## src/rtl/uart_pkg.sv

```systemverilog
// Shared UART definitions: frame constants, FSM state encoding and default widths.
// Used by both the transmit and receive paths.
package uart_pkg;
  localparam int DATA_WIDTH_DEF = 8;

  localparam logic START_BIT = 1'b0;
  localparam logic STOP_BIT  = 1'b1;
  localparam logic PAR_EVEN  = 1'b0;
  localparam logic PAR_ODD   = 1'b1;

  typedef enum logic [2:0] {IDLE, START, DATA, PARITY, STOP} uart_state_e;
endpackage

```

## src/rtl/uart_tx_bit_timer.sv

```systemverilog
// Per-bit cycle counter: counts 0..prescale-1 while run is high and pulses
// bit_done on the last cycle of each bit. A prescale of 0 behaves as 1.
module uart_tx_bit_timer #(
  parameter int PRESCALE_WIDTH = 6
) (
  input  logic                      clk,
  input  logic                      rst,
  input  logic                      run,
  input  logic [PRESCALE_WIDTH-1:0] prescale,
  output logic                      bit_done
);
  logic [PRESCALE_WIDTH-1:0] count;
  logic [PRESCALE_WIDTH-1:0] last;

  assign last     = (prescale == '0) ? '0 : prescale - 1'b1;
  assign bit_done = run && (count == last);

  always_ff @(posedge clk or posedge rst) begin
    if (rst)                  count <= '0;
    else if (!run || bit_done) count <= '0;
    else                      count <= count + 1'b1;
  end
endmodule

```

## src/rtl/uart_tx.sv

```systemverilog
// UART transmitter: start bit, DATA_WIDTH data bits LSB first, optional parity,
// stop bit; each bit held for Prescale clocks. TX_OUT and busy come straight from flops.
module uart_tx
  import uart_pkg::*;
#(
  parameter int DATA_WIDTH     = DATA_WIDTH_DEF,
  parameter int PRESCALE_WIDTH = 6
) (
  input  logic                      clk,
  input  logic                      rst,
  input  logic [DATA_WIDTH-1:0]     P_DATA,
  input  logic                      Data_Valid,
  input  logic                      PAR_EN,
  input  logic                      PAR_TYP,
  input  logic [PRESCALE_WIDTH-1:0] Prescale,
  output logic                      TX_OUT,
  output logic                      busy
);
  localparam int BW = (DATA_WIDTH > 1) ? $clog2(DATA_WIDTH) : 1;

  uart_state_e               state;
  logic [DATA_WIDTH-1:0]     shift;
  logic                      par_bit;
  logic                      par_en_q;
  logic [PRESCALE_WIDTH-1:0] prs_q;
  logic [BW-1:0]             bit_cnt;
  logic                      bit_done;

  uart_tx_bit_timer #(.PRESCALE_WIDTH(PRESCALE_WIDTH)) u_timer (
    .clk      (clk),
    .rst      (rst),
    .run      (state != IDLE),
    .prescale (prs_q),
    .bit_done (bit_done)
  );

  // TX_OUT is loaded with the next bit's value on the edge that ends the current bit,
  // so the line changes exactly on bit boundaries with no output decode.
  always_ff @(posedge clk or posedge rst) begin
    if (rst) begin
      state    <= IDLE;
      TX_OUT   <= STOP_BIT;
      busy     <= 1'b0;
      shift    <= '0;
      par_bit  <= 1'b0;
      par_en_q <= 1'b0;
      prs_q    <= '0;
      bit_cnt  <= '0;
    end else begin
      case (state)
        IDLE: if (Data_Valid) begin
          shift    <= P_DATA;
          par_bit  <= (^P_DATA) ^ (PAR_TYP == PAR_ODD);
          par_en_q <= PAR_EN;
          prs_q    <= Prescale;
          bit_cnt  <= '0;
          TX_OUT   <= START_BIT;
          busy     <= 1'b1;
          state    <= START;
        end
        START: if (bit_done) begin
          TX_OUT <= shift[0];
          state  <= DATA;
        end
        DATA: if (bit_done) begin
          if (bit_cnt == BW'(DATA_WIDTH - 1)) begin
            if (par_en_q) begin
              TX_OUT <= par_bit;
              state  <= PARITY;
            end else begin
              TX_OUT <= STOP_BIT;
              state  <= STOP;
            end
          end else begin
            shift   <= shift >> 1;
            TX_OUT  <= shift[1];
            bit_cnt <= bit_cnt + 1'b1;
          end
        end
        PARITY: if (bit_done) begin
          TX_OUT <= STOP_BIT;
          state  <= STOP;
        end
        STOP: if (bit_done) begin
          TX_OUT <= STOP_BIT;
          busy   <= 1'b0;
          state  <= IDLE;
        end
        default: begin
          TX_OUT <= STOP_BIT;
          busy   <= 1'b0;
          state  <= IDLE;
        end
      endcase
    end
  end
endmodule

```

## config.mk

```make
export PLATFORM = sky130hd
export DESIGN_NAME = uart_tx
export DESIGN_NICKNAME = d
export VERILOG_FILES = /design/src/rtl/uart_pkg.sv /design/src/rtl/uart_tx_bit_timer.sv /design/src/rtl/uart_tx.sv
export SDC_FILE = /design/constraint.sdc
export NUM_CORES = 1
export LEC_CHECK = 0
export ABC_AREA = 1
export CAP_MARGIN = 0
export CORE_MARGIN = 8
export CORE_UTILIZATION = 59
export DETAILED_ROUTE_END_ITERATION = 8
export PLACE_DENSITY_LB_ADDON = 0.08
export REMOVE_ABC_BUFFERS = 1
export SETUP_SLACK_MARGIN = 0.05
export SYNTH_ARGS = -nofsm -noshare
export SYNTH_HDL_FRONTEND = slang
export SYNTH_SLANG_ARGS = --single-unit
```

## constraint.sdc

```tcl
create_clock -name clk -period 2.72 [get_ports clk]
set_input_delay 0.816 -clock clk [delete_from_list [all_inputs] [get_ports clk]]
set_output_delay 0.816 -clock clk [all_outputs]
set_load 0.1 [all_outputs]
```

**Word-level counts from Yosys, hierarchy flattened**

Cells that the tools add are included.

- Bits in registers: 30
- Input port bits: 19
- Output and inout port bits: 2

- Add/subtract/negate cells: 3
- Multiplexer cells: 28
- Equality and inequality tests: 14
- Bitwise logic cells: 2
- Reduce and logical (&&, ||, !) cells: 15

Operators by type and width:

| cell | count |
|---|---|
| $mux W3 | 10 |
| $mux W8 | 3 |
| $pmux W8 S2 | 1 |
| $pmux W3 S5 | 1 |
| $mux W6 | 2 |
| $ne A2 B1 Y1 const B | 5 |
| $mux W1 | 8 |
| $reduce_and A4 Y1 | 2 |
| $reduce_xor A8 Y1 | 1 |
| $add A6 B1 Y6 const B | 1 |
| $eq A3 B2 Y1 const B | 2 |
| $eq A3 B3 Y1 const B | 2 |
| $eq A6 B6 Y1 | 1 |
| $logic_not A6 Y1 | 1 |
| $ne A2 B2 Y1 const B | 3 |
| $pmux W3 S2 | 1 |
| $reduce_and A6 Y1 | 1 |
| $sub A6 B1 Y6 const B | 1 |
| $pmux W1 S4 | 1 |
| $add A3 B1 Y3 const B | 1 |
| $eq A3 B1 Y1 const B | 1 |
| $logic_not A3 Y1 | 1 |
| $pmux W1 S3 | 1 |
| $reduce_and A3 Y1 | 1 |
| other kinds (10) | 10 |

**Depth between registers and ports, before layout**

- Word-level depth: 6
- Depth in mapped cells: 16

**By module**

From an unflattened synthesis, not the netlist that was laid out.

- Cell total of the unflattened synthesis: 259
- Area total of the unflattened synthesis: 1838.0 um^2

By module, submodules not included:

| module | area each (um^2) | cells each | instances |
|---|---|---|---|
| uart_tx | 1320.0 | 176 | 1 |
| uart_tx_bit_timer | 518.0 | 83 | 1 |

**Worst setup path before layout**

OpenSTA, ideal clock, no wires.

- Path type: reg-to-reg
- From: reg prs_q[0]
- To: reg shift[1]
- Path slack: 855 ps
- Data required time: 2597 ps
- Buffers on the path: 1
- Period minus slack after synthesis: 1865 ps
- Cell stages (with the launch flop): 17
- Data arrival time: 1743 ps
- Cells stage by stage: dfrtp_1 -> inv_1 -> ha_1 -> inv_1 -> nor2_1 -> nand3_1 -> nand2_1 -> nand2_1 -> nand2_1 -> nand2_1 -> nor2_1 -> nand2_2 -> nand2_4 -> nand3_4 -> clkbuf_8 -> nand2_1 -> o21ai_1

- Cells in the longest elaborated chain, start to end: 6

RTL lines:

| element | RTL line | RTL |
|---|---|---|
| start: declaration | uart_tx.sv:25 | `logic [PRESCALE_WIDTH-1:0] prs_q;` |
| start signal: assignment | uart_tx.sv:55 | `prs_q <= Prescale;` |
| $sub A6 B1 Y6 or $logic_not A6 Y1 (tied branches) | uart_tx_bit_timer.sv:15 | `assign last = (prescale == '0) ? '0 : prescale - 1'b1;` |
| $mux W6 (*) | uart_tx_bit_timer.sv:15 |  |
| $eq A6 B6 Y1 (*) | uart_tx_bit_timer.sv:16 | `assign bit_done = run && (count == last);` |
| $logic_and A1 B1 Y1 (*) | uart_tx_bit_timer.sv:16 |  |
| $ne A2 B1 Y1 (no source line) (*) | - |  |
| $reduce_and A4 Y1 (no source line) (*) | - |  |
| end signal: assignment | uart_tx.sv:75 | `shift <= shift >> 1;` |
| end: declaration | uart_tx.sv:22 | `logic [DATA_WIDTH-1:0] shift;` |

Mark *: on every way between the ends. The rest lies on a longest branch, timed or not.
A chain may end at the register's enable or synchronous reset.

**Worst setup path in the final report**

- From: reg prs_q[0]
- To: reg bit_cnt[2]

- Cells in the longest elaborated chain, start to end: 6

RTL lines:

| element | RTL line | RTL |
|---|---|---|
| $sub A6 B1 Y6 or $logic_not A6 Y1 (tied branches) | uart_tx_bit_timer.sv:15 |  |
| $mux W6 (*) | uart_tx_bit_timer.sv:15 |  |
| $eq A6 B6 Y1 (*) | uart_tx_bit_timer.sv:16 |  |
| $logic_and A1 B1 Y1 (*) | uart_tx_bit_timer.sv:16 |  |
| $ne A2 B1 Y1 (no source line) (*) | - |  |
| $reduce_and A4 Y1 (no source line) (*) | - |  |
| end signal: assignment | uart_tx.sv:77 | `bit_cnt <= bit_cnt + 1'b1;` |
| end: declaration | uart_tx.sv:26 | `logic [BW-1:0] bit_cnt;` |

Marked as above.

==> flow_summary.yaml <==
global_routing:
  grt_antenna_before_repair: 0
  first_global_vias: 1514
  overflow: 0
  grt_use_total: 0.1491
  grt_max_degree: 31
  grt_pass1_wl_mm: 6.154
timing:
  report.final.slew_viol_count: 0
  hold_viol: 0
  worst_pin_slew_ns: 0.4894
  slew_headroom: 0.6728
  whs_ns: 0.4893
  rsz0062_at_grt: "no"
  setup_viol: 0
  fin_ws_ns: 0.5401
  fin_skew_ns: 0.005892
  period_minus_slack_ns: 2.180
  timing.final.crit_share: 0.8014
  max_freq_mhz: 458.7
  tns_ns: 0
synthesis:
  synth-compound-area-share: 0.08689
  synth_area_mm2: 0.001728
  synth-seq-area-share: 0.4352
  synth_fa_ha_area_frac: 0.02896
  synth_area_per_cell_um2: 8.074
  synth_xor_area_frac: 0.05069
  synth.distinct_cells: 32
  synth_warnings: 0
  synth_top_family_by_area: "simple AND/OR/NAND/NOR gates"
  ys_seq_elements: 30
  synthCells: 214
  synthMuxAreaShare: 0.04707
  yosys.area_share.simple: 0.2882
layout:
  final_common_cell: "nand2_1"
  n_antenna_cell: 0
  drive_gt1_frac: 0.09544
  syn_to_final_growth_pct: 16.37
  final_cell_area_mm2: 0.002011
  layout_common_cells: "59 x nand2_1, 29 x dfrtp_1, 21 x nor2_1"
  nNetsFinal: 263
worst_setup_path:
  cp-end-kind: "flop"
  rrSetupSlack_ns: 0.54
  critPathKind: "flop to flop"
  reg2reg_from: "prs_q[0]$_DFFE_PP0P_"
  critPathLaunchType: "flop"
  r2r_cells: 15
  critical_path_required_ns: 2.95
  arrival_ns: 2.41
  rr_endpoint: "bit_cnt[2]$_DFFE_PP0P_"
  crit_fanout: 22
placed_design:
  post_dp_cell_area_mm2: 0.001951
  dp_hpwl_mm: 2.681
  dp_slack_ns: 0.5175
  gp_congestion: 0.8906
  portBuffers: 20
clock_tree:
  cts_setup_buffers: 0
  clock_latency_ns: 0.33
  cts_hold_buffers: 0
  cts_resized: 0
  cts.sinks: 30
  cts_tree: "built"
  cts_max_level: 2
  clk_pin_slew_worst_paths_ns: 0.09
  ctsLongestPathBuffers: 2
  cts_buffers: 5
  root_buffer: "clkbuf_4"
power:
  p_int_mw: 0.6884
  total_power_mw: 0.9883
  power_density_mw_per_mm2: 491.5
  pwr-share-seq: 0.502
  switchingPower_mw: 0.2999
  pwr-share-clk: 0.282
  combinationalPowerShare: 0.216
  p_leak_nw: 0.9714
  peakVddDrop_mv: 0.5103
  swShare: 0.3034
route:
  vias: 1502
  routedWlPerCell_um: 12.75
  viasPerCell: 5.522
  drc: 0
  routed_wl_mm: 3.467
  ant_nets: 0
  drt-initial-drc-count: 65
  first_pass_iters: 5
die:
  die_area_mm2: 0.004916
  rows: 19
  ioPinCount: 21
  die_w_um: 70.12
  core-area_mm2: 0.002781
  start_util: 0.6212
  die_h_um: 70.12
min_path:
  holdPathStages: 2
  holdPathEnd: "TX_OUT$_DFFE_PP1P_"
  hold_start: "TX_OUT$_DFFE_PP1P_"
  hold_class: "flop to flop"
run_status:
  status: "complete, no violations"
flow_run:
  drv_cap: 0
[metrics by stage]
step	utilization	std cells
final	0.7229	272
after global routing	0.7229	272
after CTS	0.7229	272
after detailed placement	0.7013	264
after global placement	0.7013	264
after floorplan	-	210
[final cells by class]
cell class                 instances  area [um2]
tap                               31       38.79
timing repair buffer              23       217.7
sequential                        30       752.0
inverter                          20       75.07
clock inverter                     1       5.005
multi-input combinational        160       867.1
clock buffer                       7       55.05
fill                             217       770.7
[routing by layer]
| layer | share of wire | wire [um] | track usage |
|---|---|---|---|
| met5 | 0 | 0 | 0 |
| met4 | 0.022 | 76 | 0.06920 |
| met3 | 0.042 | 146 | 0.03672 |
| met2 | 0.52 | 1795 | 0.2761 |
| met1 | 0.42 | 1449 | 0.1523 |
[state kept, by name, indices dropped and copies added, names as in the netlist]
register and cells:
state 3, busy 1, shift 8, prs_q 6
bit_cnt 3, par_en_q 1, par_bit 1, TX_OUT 1
u_timer.count 6
[synthesized netlist by cell type (all sizes together)]
cell    number  share of area
o211a        1         0.0058
clkbuf       2          0.010
dfrtp       29           0.42
nand3b       3          0.013
xnor2        6          0.030
mux2         1         0.0065
or2          1         0.0036
ha           4          0.029
o21ai       17          0.051
mux2i        7          0.041
dfstp        1          0.015
inv         20          0.043
buf          2         0.0094
nand3       14          0.051
xor2         4          0.020
nor3         1         0.0029
nand4        5          0.018
nor3b        2         0.0087
a21oi        9          0.026
o22ai        1         0.0036
nand2       61           0.14
nor2        23          0.053
[worst max-delay path, stage by stage (launching register included)]
cell and delay (ns):
dfrtp_1 0.37, inv_1 0.19, ha_1 0.27, inv_1 0.07, nor2_1 0.09, nand3_1 0.10
nand2_1 0.07, nand2_1 0.05, nand2_1 0.06, nand2_1 0.05, nor2_1 0.12, nand2_2 0.13
nand2_4 0.10, nand3_4 0.20, nand2_1 0.15, o21ai_2 0.06
[power groups by stage]
| stage | Sequential, mW | Clock (mW) | Combinational (mW) |
|---|---|---|---|
| finish | 0.497 | 0.279 | 0.213 |
| detailed placement | 0.505 | 0 | 0.214 |
| global placement | 0.504 | 0 | 0.205 |
| floorplan | 0.515 | 0 | 0.134 |
| CTS | 0.496 | 0.287 | 0.215 |
| global route | 0.500 | 0.305 | 0.239 |
[worst max path at each step]
stage,startpoint,depth (start not counted),to
after floorplan,state[2]$_DFFE_PP0P_,8,bit_cnt[2]$_DFFE_PP0P_
after global placement,Data_Valid,5,par_en_q$_DFFE_PP0P_
after detailed placement,P_DATA[2],6,par_bit$_DFFE_PP0P_
after CTS,prs_q[0]$_DFFE_PP0P_,15,bit_cnt[2]$_DFFE_PP0P_
after global routing,prs_q[0]$_DFFE_PP0P_,15,bit_cnt[2]$_DFFE_PP0P_
final,prs_q[0]$_DFFE_PP0P_,15,bit_cnt[2]$_DFFE_PP0P_
[kinds of logic (layout without fill, tap and decap cells)]
family          after synthesis  count (layout)
compound gates               28              28
mux                           8               8
fa+ha+maj                     4               4
simple gates                110             110
flops                        30              30
buf+inv                      24              51
xor+xnor                     10              10
(Power assumes the default switching activity.)
==> edit 1, RTL diff (config.mk and constraints unchanged) <==
Register the input `Prescale` before use, cleared by the reset. The logic sees it one clock later. The other inputs are not delayed to match.
--- a/src/rtl/uart_tx.sv
+++ b/src/rtl/uart_tx.sv
@@ -18,4 +18,14 @@
 );
   localparam int BW = (DATA_WIDTH > 1) ? $clog2(DATA_WIDTH) : 1;
+
+  logic [PRESCALE_WIDTH-1:0] Prescale_q;
+
+  always_ff @(posedge clk or posedge rst) begin
+    if (rst) begin
+      Prescale_q <= '0;
+    end else begin
+      Prescale_q <= Prescale;
+    end
+  end
 
   uart_state_e               state;
@@ -53,5 +63,5 @@
           par_bit  <= (^P_DATA) ^ (PAR_TYP == PAR_ODD);
           par_en_q <= PAR_EN;
-          prs_q    <= Prescale;
+          prs_q    <= Prescale_q;
           bit_cnt  <= '0;
           TX_OUT   <= START_BIT;
Check against the original RTL: not equivalent (Yosys sat finds a counterexample within 4 cycles, from zero or initial values and one cycle with rst high).
==> edit 1 against the unedited design <==
  * Area after synthesis is 10% higher
  * Wire length is essentially flat
  * Worst setup slack lost 0.099 ns
  * Sequential cell count rose by 6
  * Via count grew 1.8%
  * Cell area increased by 9.9%
Power is not compared: it rests on default switching activity, and its combinational part moved more than twofold at a synthesized area within 25%.
==> edit 1: results (changes against the unedited design) <==
* Filler instances at 237 (+9.2%)
* Status: complete, no violations
* Met1 WL at 1620 µm (+12%)
* Final HPWL DP at 2650 µm (-1.1%)
* Synth cell count leaders: 59 x nand2_1, 35 x dfrtp_1, 24 x nor2_1
* Post-synthesis mux area share at 3.16% (-1.6 points)
* Synth Area in Adders at 2.63% (-0.27 points)
* Delay-heaviest family, CP: simple AND/OR/NAND/NOR gates
* R2R Setup Slk at 0.44 ns (-0.10 ns)
* Synth Area in XOR/XNOR at 4.60% (-0.47 points)
* Met2 WL at 1660 µm (-7.4%)
* Largest net degree at the start of global routing at 37 (+19%)
* DRT iter0 DRCs at 87 (+34%)
* Worst Hold End: shift[0]$_DFFE_PP0P_
* WL met3 at 147 µm (+0.68%)
* Share of cells above drive strength 1 at 9.80% (+0.26 points)
* Worst-path fanout max at 21 (-4.5%)
* Worst clock skew at 0.00985 ns (+0.00396 ns)
* HP Start: shift[0]$_DFFE_PP0P_
* GRT Total Usage at 15.4% (+0.50 points)
* Via density at 5.11 (-7.4%)
* Sequential-to-total area share from yosys stat at 47.4% (+3.9 points)
* Synth top area cells: dfrtp_1 46%, nand2_1 12%, nor2_1 4.7%
* Drt first pass iters at 4 (-1)
* Pre-CTS setup slack at 0.453 ns (-0.0642 ns)
* Slew margin rel. at 71.3% (+4.0 points)
* Critical R2R Capture: bit_cnt[1]$_DFFE_PP0P_
* Global-route wire length before repair at 6560 µm (+6.5%)
* Final net count at 277 (+5.3%)
* Compound-cell area share of the yosys netlist at 9.20% (+0.52 points)
-- edit 1: worst max path at each step --
stage	to	cells after the start	slack, ns
after global routing	bit_cnt[0]$_DFFE_PP0P_	13	0.06
after detailed placement	bit_cnt[1]$_DFFE_PP0P_	15	0.45
after floorplan	bit_cnt[1]$_DFFE_PP0P_	13	0.70
final	bit_cnt[1]$_DFFE_PP0P_	13	0.44
after CTS	bit_cnt[1]$_DFFE_PP0P_	15	0.43
after global placement	par_bit$_DFFE_PP0P_	6	0.49
-- edit 1: routing by layer --
metal,vias up,track usage [%]
met5,-,0
met4,0,4.89
met3,5,4.26
met2,37,27.0
met1,692,17.5
li1,795,-
-- edit 1: cell type report --
class                      count  area [µm²]  share of cell area (%)
clock buffer                   6        51.3                    2.32
tap                           44        55.1                    2.49
inverter                      23        86.3                    3.91
timing repair buffer          23         218                    9.85
sequential                    36         902                    40.8
clock inverter                 2        10.0                   0.453
multi-input combinational    165         887                    40.1
-- edit 1: cell families after synthesis --
| logic type | after synthesis |
|---|---|
| fa+ha+maj | 4 |
| compound gates | 31 |
| flops | 36 |
| mux | 6 |
| buf+inv | 27 |
| simple gates | 114 |
| xor+xnor | 10 |
-- edit 1: through the flow --
stage / util, % / instances / total power [µW] / instance area [µm²] / hold slack [ns]
detailed placement: 70.4 / 291 / 615 / 2150 / 0.476
CTS: 72.4 / 299 / 910 / 2210 / 0.503
floorplan: - / 224 / 581 / 1880 / 0.444
global route: 72.4 / 299 / 940 / 2210 / 0.519
global placement: 70.4 / 291 / 615 / 2150 / 0.468
finish: 72.4 / 299 / 896 / 2210 / 0.495
-- edit 1: worst register-to-register path: stages (launching register included) --
cell and delay [ns]:
dfrtp_1 0.37, inv_1 0.15, ha_1 0.28, nand2_1 0.10, o21ai_1 0.16, nand2_1 0.07
nand2_1 0.05, nand3_1 0.08, nor2_1 0.13, nand2_2 0.12, nand2_4 0.09, nand3_2 0.33
nand2_1 0.19, o21ai_2 0.06
-- edit 1: report_power, final --
part           total [µW]  internal, µW  switching [µW]
clock                 292           123             169
combinational        63.0          37.2            25.8
sequential            540           539            1.11
==> edit 2, RTL diff (same flow settings) <==
Without the edit above. `PRESCALE_WIDTH` is set to 6 in 2 places; all go to 8.
--- a/src/rtl/uart_tx_bit_timer.sv
+++ b/src/rtl/uart_tx_bit_timer.sv
@@ -2,5 +2,5 @@
 // bit_done on the last cycle of each bit. A prescale of 0 behaves as 1.
 module uart_tx_bit_timer #(
-  parameter int PRESCALE_WIDTH = 6
+  parameter int PRESCALE_WIDTH = 8
 ) (
   input  logic                      clk,
--- a/src/rtl/uart_tx.sv
+++ b/src/rtl/uart_tx.sv
@@ -5,5 +5,5 @@
 #(
   parameter int DATA_WIDTH     = DATA_WIDTH_DEF,
-  parameter int PRESCALE_WIDTH = 6
+  parameter int PRESCALE_WIDTH = 8
 ) (
   input  logic                      clk,
Ports: changed (resized Prescale); port bits go from 21 to 23. No check against the original RTL was run, so the function may have changed too.
==> edit 2 against the unedited design <==
  * Cell area grew 22%
  * Via count is 18% higher
  * Area after synthesis grew 23%
  * Largest cell class unchanged
  * Critical path depth did not move
  * Worst setup slack lost 0.24 ns
  * Sequential cell count is 4 higher
  * First-iteration DRC count rose by 4.6%
  * Wire length is 19% higher
Power is not compared: it rests on default switching activity, and its combinational part moved more than twofold at a synthesized area within 25%.
==> edit 2: results (changes against the unedited design) <==
* Final net count at 315 (+20%)
* R2R Setup Slk at 0.30 ns (-0.24 ns)
* Largest net degree at the start of global routing at 35 (+13%)
* Compound-cell area share of the yosys netlist at 10.6% (+1.9 points)
* Synth unique cells at 36 (+13%)
* Slew margin rel. at 58.2% (-9.1 points)
* Worst-path fanout max at 21 (-4.5%)
* Status: complete, no violations
* Worst EP arrival at 2.65 ns (+0.24 ns)
* Synth Area in Adders at 2.35% (-0.54 points)
* WL/cell at 12.1 µm (-4.8%)
* Post-synthesis mux area share at 2.83% (-1.9 points)
* Synth cell count leaders: 57 x nand2_1, 33 x dfrtp_1, 30 x nor2_1
* Final HPWL DP at 3220 µm (+20%)
* DRT iter0 DRCs at 68 (+4.6%)
* Share of cells above drive strength 1 at 17.9% (+8.3 points)
* GRT Total Usage at 15.6% (+0.65 points)
* Via density at 5.21 (-5.6%)
* Sequential-to-total area share from yosys stat at 40.1% (-3.4 points)
* Routability cong. at 0.873 (-2.0%)
* Global-route wire length before repair at 7650 µm (+24%)
* Vias in the first global route at 1808 (+19%)
* IO Port Bufs at 22 (+10%)
* Drt first pass iters at 4 (-1)
* Clock root buffer: clkbuf_4
* Mapped Cells at 264 (+23%)
-- edit 2: report_power, final --
part           switching (µW)  leakage, µW  internal, µW
Combinational            27.3     0.000719          39.7
Clock                     175    0.0000455           219
Sequential                  0     0.000400           505
Total                     202      0.00116           764
-- edit 2: through the flow --
stage / setup slack [ns] / hold slack (ns) / total power, µW / area (µm²) / utilization (%)
after CTS: 0.296 / 0.499 / 976 / 2460 / 69.3
final: 0.303 / 0.493 / 967 / 2460 / 69.3
after global routing: 0.0533 / 0.519 / 1000 / 2460 / 69.3
after detailed placement: 0.316 / 0.474 / 584 / 2380 / 66.9
after global placement: 0.413 / 0.469 / 583 / 2380 / 66.9
after floorplan: 0.536 / 0.444 / 545 / 2080 / -
-- edit 2: final cells by class --
type                       count  area (µm²)
multi-input combinational    197        1130
fill                         314        1090
sequential                    34         852
timing repair buffer          25         238
inverter                      27         101
tap                           48        60.1
clock buffer                   7        55.1
clock inverter                 1        30.0
-- edit 2: cell families after synthesis --
| logic type | Yosys count |
|---|---|
| AO/OA/AOI/OAI | 34 |
| XOR/XNOR | 11 |
| adder cells (fa/ha/maj) | 4 |
| buffers and inverters | 33 |
| flip-flops | 34 |
| multiplexers | 6 |
| AND/OR/NAND/NOR | 142 |
-- edit 2: path summary, 6_finish.rpt --
| kind | start | endpoint | cells past startpoint |
|---|---|---|---|
| max reg2reg | prs_q[0]$_DFFE_PP0P_ | shift[7]$_DFFE_PP0P_ | 15 |
| max in group asynchronous | rst | TX_OUT$_DFFE_PP1P_ | 3 |
| min | shift[7]$_DFFE_PP0P_ | shift[7]$_DFFE_PP0P_ | 2 |
| min reg2reg | shift[7]$_DFFE_PP0P_ | shift[7]$_DFFE_PP0P_ | 2 |
| min in group asynchronous | rst | shift[2]$_DFFE_PP0P_ | 3 |
| max | prs_q[0]$_DFFE_PP0P_ | shift[7]$_DFFE_PP0P_ | 15 |
-- edit 2: worst register-to-register path: stages, from the launching register on --
cell and delay, ns:
dfrtp_1 0.37, inv_1 0.18, ha_1 0.26, nand2_2 0.09
nor2_4 0.12, nand2_2 0.16, nand3_1 0.12, nand2_1 0.05
nand2_1 0.05, nand2_1 0.09, nor2_4 0.13, nand2_4 0.09
nand2_4 0.09, nand3_4 0.27, nand2_1 0.17, o21ai_2 0.06
-- edit 2: routing by layer --
layer  vias to the layer above  GRT usage (%)  wire [µm]
li1                        911              -          -
met1                       836           17.7       1830
met2                        16           27.3       2130
met3                         4           4.25        105
met4                         0           4.90         45
met5                         -              0          0
